### src/rtl/mano_pkg.sv
// Shared constants, state type and decode helper for the basic-computer sequencer.
package mano_pkg;

  localparam int IR_W_DEFAULT = 16;
  localparam int SC_W_DEFAULT = 3;

  localparam logic [2:0] OP_AND = 3'd0;
  localparam logic [2:0] OP_ADD = 3'd1;
  localparam logic [2:0] OP_LDA = 3'd2;
  localparam logic [2:0] OP_STA = 3'd3;
  localparam logic [2:0] OP_BUN = 3'd4;
  localparam logic [2:0] OP_BSA = 3'd5;
  localparam logic [2:0] OP_ISZ = 3'd6;
  localparam logic [2:0] OP_REG = 3'd7;

  localparam int B_INC = 0;
  localparam int B_CIL = 1;
  localparam int B_CMA = 2;
  localparam int B_CLA = 3;
  localparam int B_CLE = 4;
  localparam int B_CME = 5;
  localparam int B_CIR = 6;
  localparam int B_HLT = 7;

  typedef enum logic [1:0] {
    ST_HALT = 2'd0,
    ST_RUN  = 2'd1,
    ST_STEP = 2'd2
  } run_state_t;

  function automatic logic [7:0] onehot8(input logic [2:0] sel);
    onehot8 = 8'h01 << sel;
  endfunction

endpackage

### src/rtl/mano_seq_counter.sv
// Sequence counter SC with enable/clear and its one-hot timing decoder T.
module mano_seq_counter #(
  parameter int SC_W = 3
) (
  input  logic                 clk,
  input  logic                 rst,
  input  logic                 en,
  input  logic                 clr,
  output logic [2**SC_W-1:0]   t
);

  localparam logic [SC_W-1:0]   SC_ONE = 1;
  localparam logic [2**SC_W-1:0] T_ONE = 1;

  logic [SC_W-1:0] sc;

  // Counter free-wraps; clear only takes effect while enabled.
  always_ff @(posedge clk) begin
    if (rst) begin
      sc <= '0;
    end else if (en) begin
      if (clr) sc <= '0;
      else     sc <= sc + SC_ONE;
    end
  end

  assign t = en ? (T_ONE << sc) : '0;

endmodule

### src/rtl/mano_sequencer.sv
// Timing/decode front end: holds IR and the run flag, drives T, D, I, B.
// Optional macro MANO_SINGLE_STEP_EN adds a step input that runs one instruction.
//
// state   | meaning
// ST_HALT | S=0, SC frozen, T all zero
// ST_RUN  | S=1, free running
// ST_STEP | S=1, stop at the next sc_clr (single-step build only)
module mano_sequencer
  import mano_pkg::*;
#(
  parameter int IR_W = mano_pkg::IR_W_DEFAULT,
  parameter int SC_W = mano_pkg::SC_W_DEFAULT
) (
  input  logic               clk,
  input  logic               rst,
  input  logic               start,
  input  logic               ir_ld,
  input  logic               sc_clr,
`ifdef MANO_SINGLE_STEP_EN
  input  logic               step,
`endif
  input  logic [IR_W-1:0]    bus_in,
  output logic [2**SC_W-1:0] T,
  output logic [7:0]         D,
  output logic               I,
  output logic [7:0]         B,
  output logic               halted,
  output logic [IR_W-1:0]    ir_q
);

  run_state_t      state;
  logic [IR_W-1:0] ir;
  logic            s_run;
  logic            hlt;

  assign s_run = (state != ST_HALT);
  assign hlt   = D[OP_REG] & ~I & T[3] & ir[0];

  // HLT shares the counter clear so SC lands on 0 together with S=0.
  mano_seq_counter #(.SC_W(SC_W)) u_sc (
    .clk (clk),
    .rst (rst),
    .en  (s_run),
    .clr (sc_clr | hlt),
    .t   (T)
  );

  always_ff @(posedge clk) begin
    if (rst) begin
      state <= ST_HALT;
      ir    <= '0;
    end else begin
      if (ir_ld && s_run) ir <= bus_in;
      case (state)
        ST_HALT: begin
          if (start) state <= ST_RUN;
`ifdef MANO_SINGLE_STEP_EN
          else if (step) state <= ST_STEP;
`endif
        end
        ST_RUN: begin
          if (hlt) state <= ST_HALT;
        end
`ifdef MANO_SINGLE_STEP_EN
        ST_STEP: begin
          if (hlt)         state <= ST_HALT;
          else if (start)  state <= ST_RUN;
          else if (sc_clr) state <= ST_HALT;
        end
`endif
        default: state <= ST_HALT;
      endcase
    end
  end

  assign D      = onehot8(ir[14:12]);
  assign I      = ir[IR_W-1];
  assign halted = ~s_run;
  assign ir_q   = ir;

  assign B[B_INC] = ir[5];
  assign B[B_CIL] = ir[6];
  assign B[B_CMA] = ir[9];
  assign B[B_CLA] = ir[11];
  assign B[B_CLE] = ir[10];
  assign B[B_CME] = ir[8];
  assign B[B_CIR] = ir[7];
  assign B[B_HLT] = ir[0];

endmodule

### config.mk
export PLATFORM = sky130hd
export DESIGN_NAME = mano_sequencer
export DESIGN_NICKNAME = d
export VERILOG_FILES = /design/src/rtl/mano_pkg.sv /design/src/rtl/mano_seq_counter.sv /design/src/rtl/mano_sequencer.sv
export SDC_FILE = /design/constraint.sdc
export NUM_CORES = 1
export LEC_CHECK = 0
export BUFFER_PORTS_ARGS = -buffer_cell sky130_fd_sc_hd__buf_2
export CAP_MARGIN = 30
export CORE_UTILIZATION = 42
export CTS_CLUSTER_SIZE = 30
export DETAILED_ROUTE_END_ITERATION = 12
export HOLD_SLACK_MARGIN = 0.08
export PLACE_DENSITY = 0.86
export SLEW_MARGIN = 15
export SYNTH_ARGS = -nofsm -noshare
export SYNTH_HDL_FRONTEND = slang
export SYNTH_SLANG_ARGS = --single-unit
### constraint.sdc
create_clock -name clk -period 1.66 [get_ports clk]
set_clock_uncertainty 0.05 [all_clocks]
set_input_delay 0.332 -clock clk [delete_from_list [all_inputs] [get_ports clk]]
set_output_delay 0.332 -clock clk [all_outputs]
set_load 0.03 [all_outputs]
==> impl_metrics.yaml <==
power_and_ir_drop:
  pwr_density_cell_mw_per_mm2: 723
  power_mw: 1.01
  p_clk_share_pct: 28.2
  ir_worst_vdd_v: 0.000657
  p_int_mw: 0.702
  p_leak_nw: 0.695
  pwr-share-seq_pct: 51.9
  combPwrFrac_pct: 19.9
  swShare_pct: 30.4
  p_sw_mw: 0.307
placement:
  dp_hpwl_um: 1710
  placement.io_buffers: 62
  placed_area_mm2: 0.00125
  gp_congestion: 0.711
worst_setup_path:
  cp-start-kind: "flop"
  arrival_ns: 1.28
  critPathSlowestCell: "dfxtp_4"
  crit_chain: "ha_4 -> ha_2 -> and2_4 -> buf_6"
  worstPathRequired_ns: 1.28
  cp_max_fo: 4
  cp_slowest_stage_delay_ns: 0.39
  endpoint_kind: "output pin"
  path_class: "flop to output pin"
worst_hold_path:
  hold_path.class: "input pin to flop"
synth:
  synth_seq_cells: 20
  synthMuxAreaShare_pct: 0
  synth_area_per_cell_um2: 7.88
  syn-instance-count: 128
  synth_top_family_by_area: "simple AND/OR/NAND/NOR gates"
  synth-simple-area-share_pct: 29.7
  ys_seq_area_share_pct: 39.7
  synth-xor-area-share_pct: 0
  synth_nets: 155
  synthAdderAreaFrac_pct: 7.44
  synth_compound_area_share_pct: 10.5
  synth.distinct_cells: 23
  syn_area_mm2: 0.00101
  ys_warn_count: 0
floorplan:
  num_rows: 17
  fp.dieW_um: 51
  core_area_mm2: 0.00223
  die_area_mm2: 0.00260
  pin_count: 63
  initial_core_util_pct: 45.2
  die_h_um: 51
sta:
  rsz0062_at_grt: "true"
  setup_tns_ns: -0.00624
  slew-limit-headroom_pct: 66.4
  drv_slew: 0
  finalSetupViolations: 1
  fmax_mhz: 600
  min_period_ns: 1.67
  fin_ws_ns: -0.00624
  min_period_over_period_pct: 100
  hold_viol: 0
  worstMarginPinSlew_ns: 0.502
cells_and_area:
  fill_cells: 200
  fin_area_mm2: 0.00140
  antenna_cells: 0
  drive_gt1_share_pct: 50.8
  finalNetCount: 205
  synthToLayoutAreaGrowth_pct: 38.3
  final_core_util_pct: 62.5
routing:
  wirelength_um: 2440
  postRouteAntennaNets: 0
  drtIter0Drc: 13
  vias: 1009
  drt-pass1-iter-count: 4
  drcViolationCount: 0
  wl_per_cell_um: 11.9
  via_per_inst: 4.92
status:
  violations: "setup timing"
  status: "complete, but fails checks"
clock_tree:
  cts_root_buf: "clkbuf_4"
  clock_latency_ns: 0.30
  h-tree-depth: 1
  cts_buffers: 3
  post-cts-setup-buffers: 0
  clk_pin_slew_ns: 0.11
  cts.sinks: 20
  cts_tree: "built"
  clockBufferDepth: 2
global_routing:
  grt_use_total_pct: 18.7
  grt_antenna_before_repair: 0
  grt_pass1_wl_um: 3680
  grt_max_degree: 23
  grt-ovfl-total: 0
  grt_pass1_vias: 850
run:
  maxCapViolCount: 0
==> power by group through the flow <==
| stage | sequential (mW) | combinational, mW | clock, mW |
|---|---|---|---|
| 3_5_place_dp | 0.532 | 0.192 | 0 |
| 3_3_place_gp | 0.530 | 0.189 | 0 |
| 2_1_floorplan | 0.555 | 0.115 | 0 |
| 4_1_cts | 0.521 | 0.197 | 0.291 |
| 5_1_grt | 0.527 | 0.217 | 0.316 |
| 6_report | 0.524 | 0.200 | 0.285 |
==> path summary, 6_finish.rpt <==
| kind | from | end | slack (ns) | cells after the start |
|---|---|---|---|---|
| setup / recovery | u_sc.sc[0] | T[7] | -0.006 | 4 |
| hold / removal | bus_in[14] | ir_q[14] | 0.20 | 3 |
| setup reg to reg | u_sc.sc[0] | u_sc.sc[2] | 0.15 | 4 |
| hold reg to reg | ir_q[3] | ir_q[3] | 0.41 | 2 |
==> synthesized netlist by cell type, drive strengths merged <==
| master | count | area [um2] |
|---|---|---|
| a21oi | 16 | 80.1 |
| and2 | 2 | 12.5 |
| and3 | 7 | 43.8 |
| and3b | 2 | 17.5 |
| and4bb | 1 | 12.5 |
| buf | 14 | 91.3 |
| clkbuf | 4 | 17.5 |
| dfxtp | 20 | 400 |
| ha | 6 | 75.1 |
| inv | 5 | 18.8 |
| nand2 | 37 | 139 |
| nor2 | 3 | 11.3 |
| nor3 | 2 | 15.0 |
| nor3b | 3 | 22.5 |
| o21ai | 2 | 10.0 |
| o32ai | 1 | 16.3 |
| or4 | 2 | 15.0 |
| or4b | 1 | 10.0 |
==> routing by layer <==
| layer | GRT usage [%] | up-vias | share of wire, % | wire (um) |
|---|---|---|---|---|
| li1 | - | 503 | - | - |
| met1 | 20.1 | 459 | 43 | 1040 |
| met2 | 35.1 | 45 | 50 | 1210 |
| met3 | 3.87 | 2 | 7.0 | 171 |
| met4 | 6.94 | 0 | 0.57 | 14 |
| met5 | 0 | - | 0 | 0 |
==> worst max-delay path, delay by kind of cell, from the launching register on <==
family        cells  cell delay (ns)
flops             1             0.39
fa+ha+maj         2             0.32
simple gates      1             0.15
buf+inv           1             0.13
==> sequential cells by signal (all words and copies together), names as in the netlist <==
| name | flops |
|---|---|
| ir_q | 16 |
| u_sc.sc | 3 |
| state | 1 |
==> cell families (layout without fill, tap and decap cells) <==
| family | after synthesis | count (layout) |
|---|---|---|
| buf+inv | 23 | 72 |
| fa+ha+maj | 6 | 6 |
| compound gates | 19 | 19 |
| simple gates | 60 | 60 |
| flops | 20 | 20 |
==> layout by cell type, fill, tap and decap left out <==
cell	instances
clkbuf_4	3
and3b_1	2
nor3_2	1
ha_1	1
nor2_1	3
buf_6	8
dfxtp_1	13
dfxtp_4	2
o32ai_2	1
and4bb_2	1
or4b_1	1
ha_4	1
and2_4	1
o21ai_1	2
ha_2	4
and3_1	4
inv_1	1
a21oi_1	16
buf_4	1
inv_2	3
dfxtp_2	5
nor3_1	1
inv_4	1
buf_2	54
nor3b_1	3
clkbuf_8	1
or4_1	2
and2_1	1
and3_4	3
nand2_1	37
==> cell type report <==
type / instances / area [um2] / share of cell area, %
Multi-Input combinational cell: 85 / 520 / 37.3
Clock buffer: 4 / 36.3 / 2.60
Timing Repair Buffer: 63 / 368 / 26.4
Sequential cell: 20 / 414 / 29.7
Inverter: 5 / 21.3 / 1.52
Tap cell: 28 / 35.0 / 2.51
==> stage by stage <==
stage	setup WS (ns)	cells	hold WS (ns)
after floorplan	-0.188	128	0.408
after global placement	0.188	201	0.390
after detailed placement	0.113	201	0.395
after CTS	-0.00457	205	0.197
after global routing	-0.0563	205	0.188
final	-0.00624	205	0.200
==> what timing repair did <==
action,in CTS,in global routing
gates resized for setup,25,14
endpoints found under the setup margin,8,12
hold buffers,0,0
pin swaps,1,0
(Power assumes the default switching activity.)
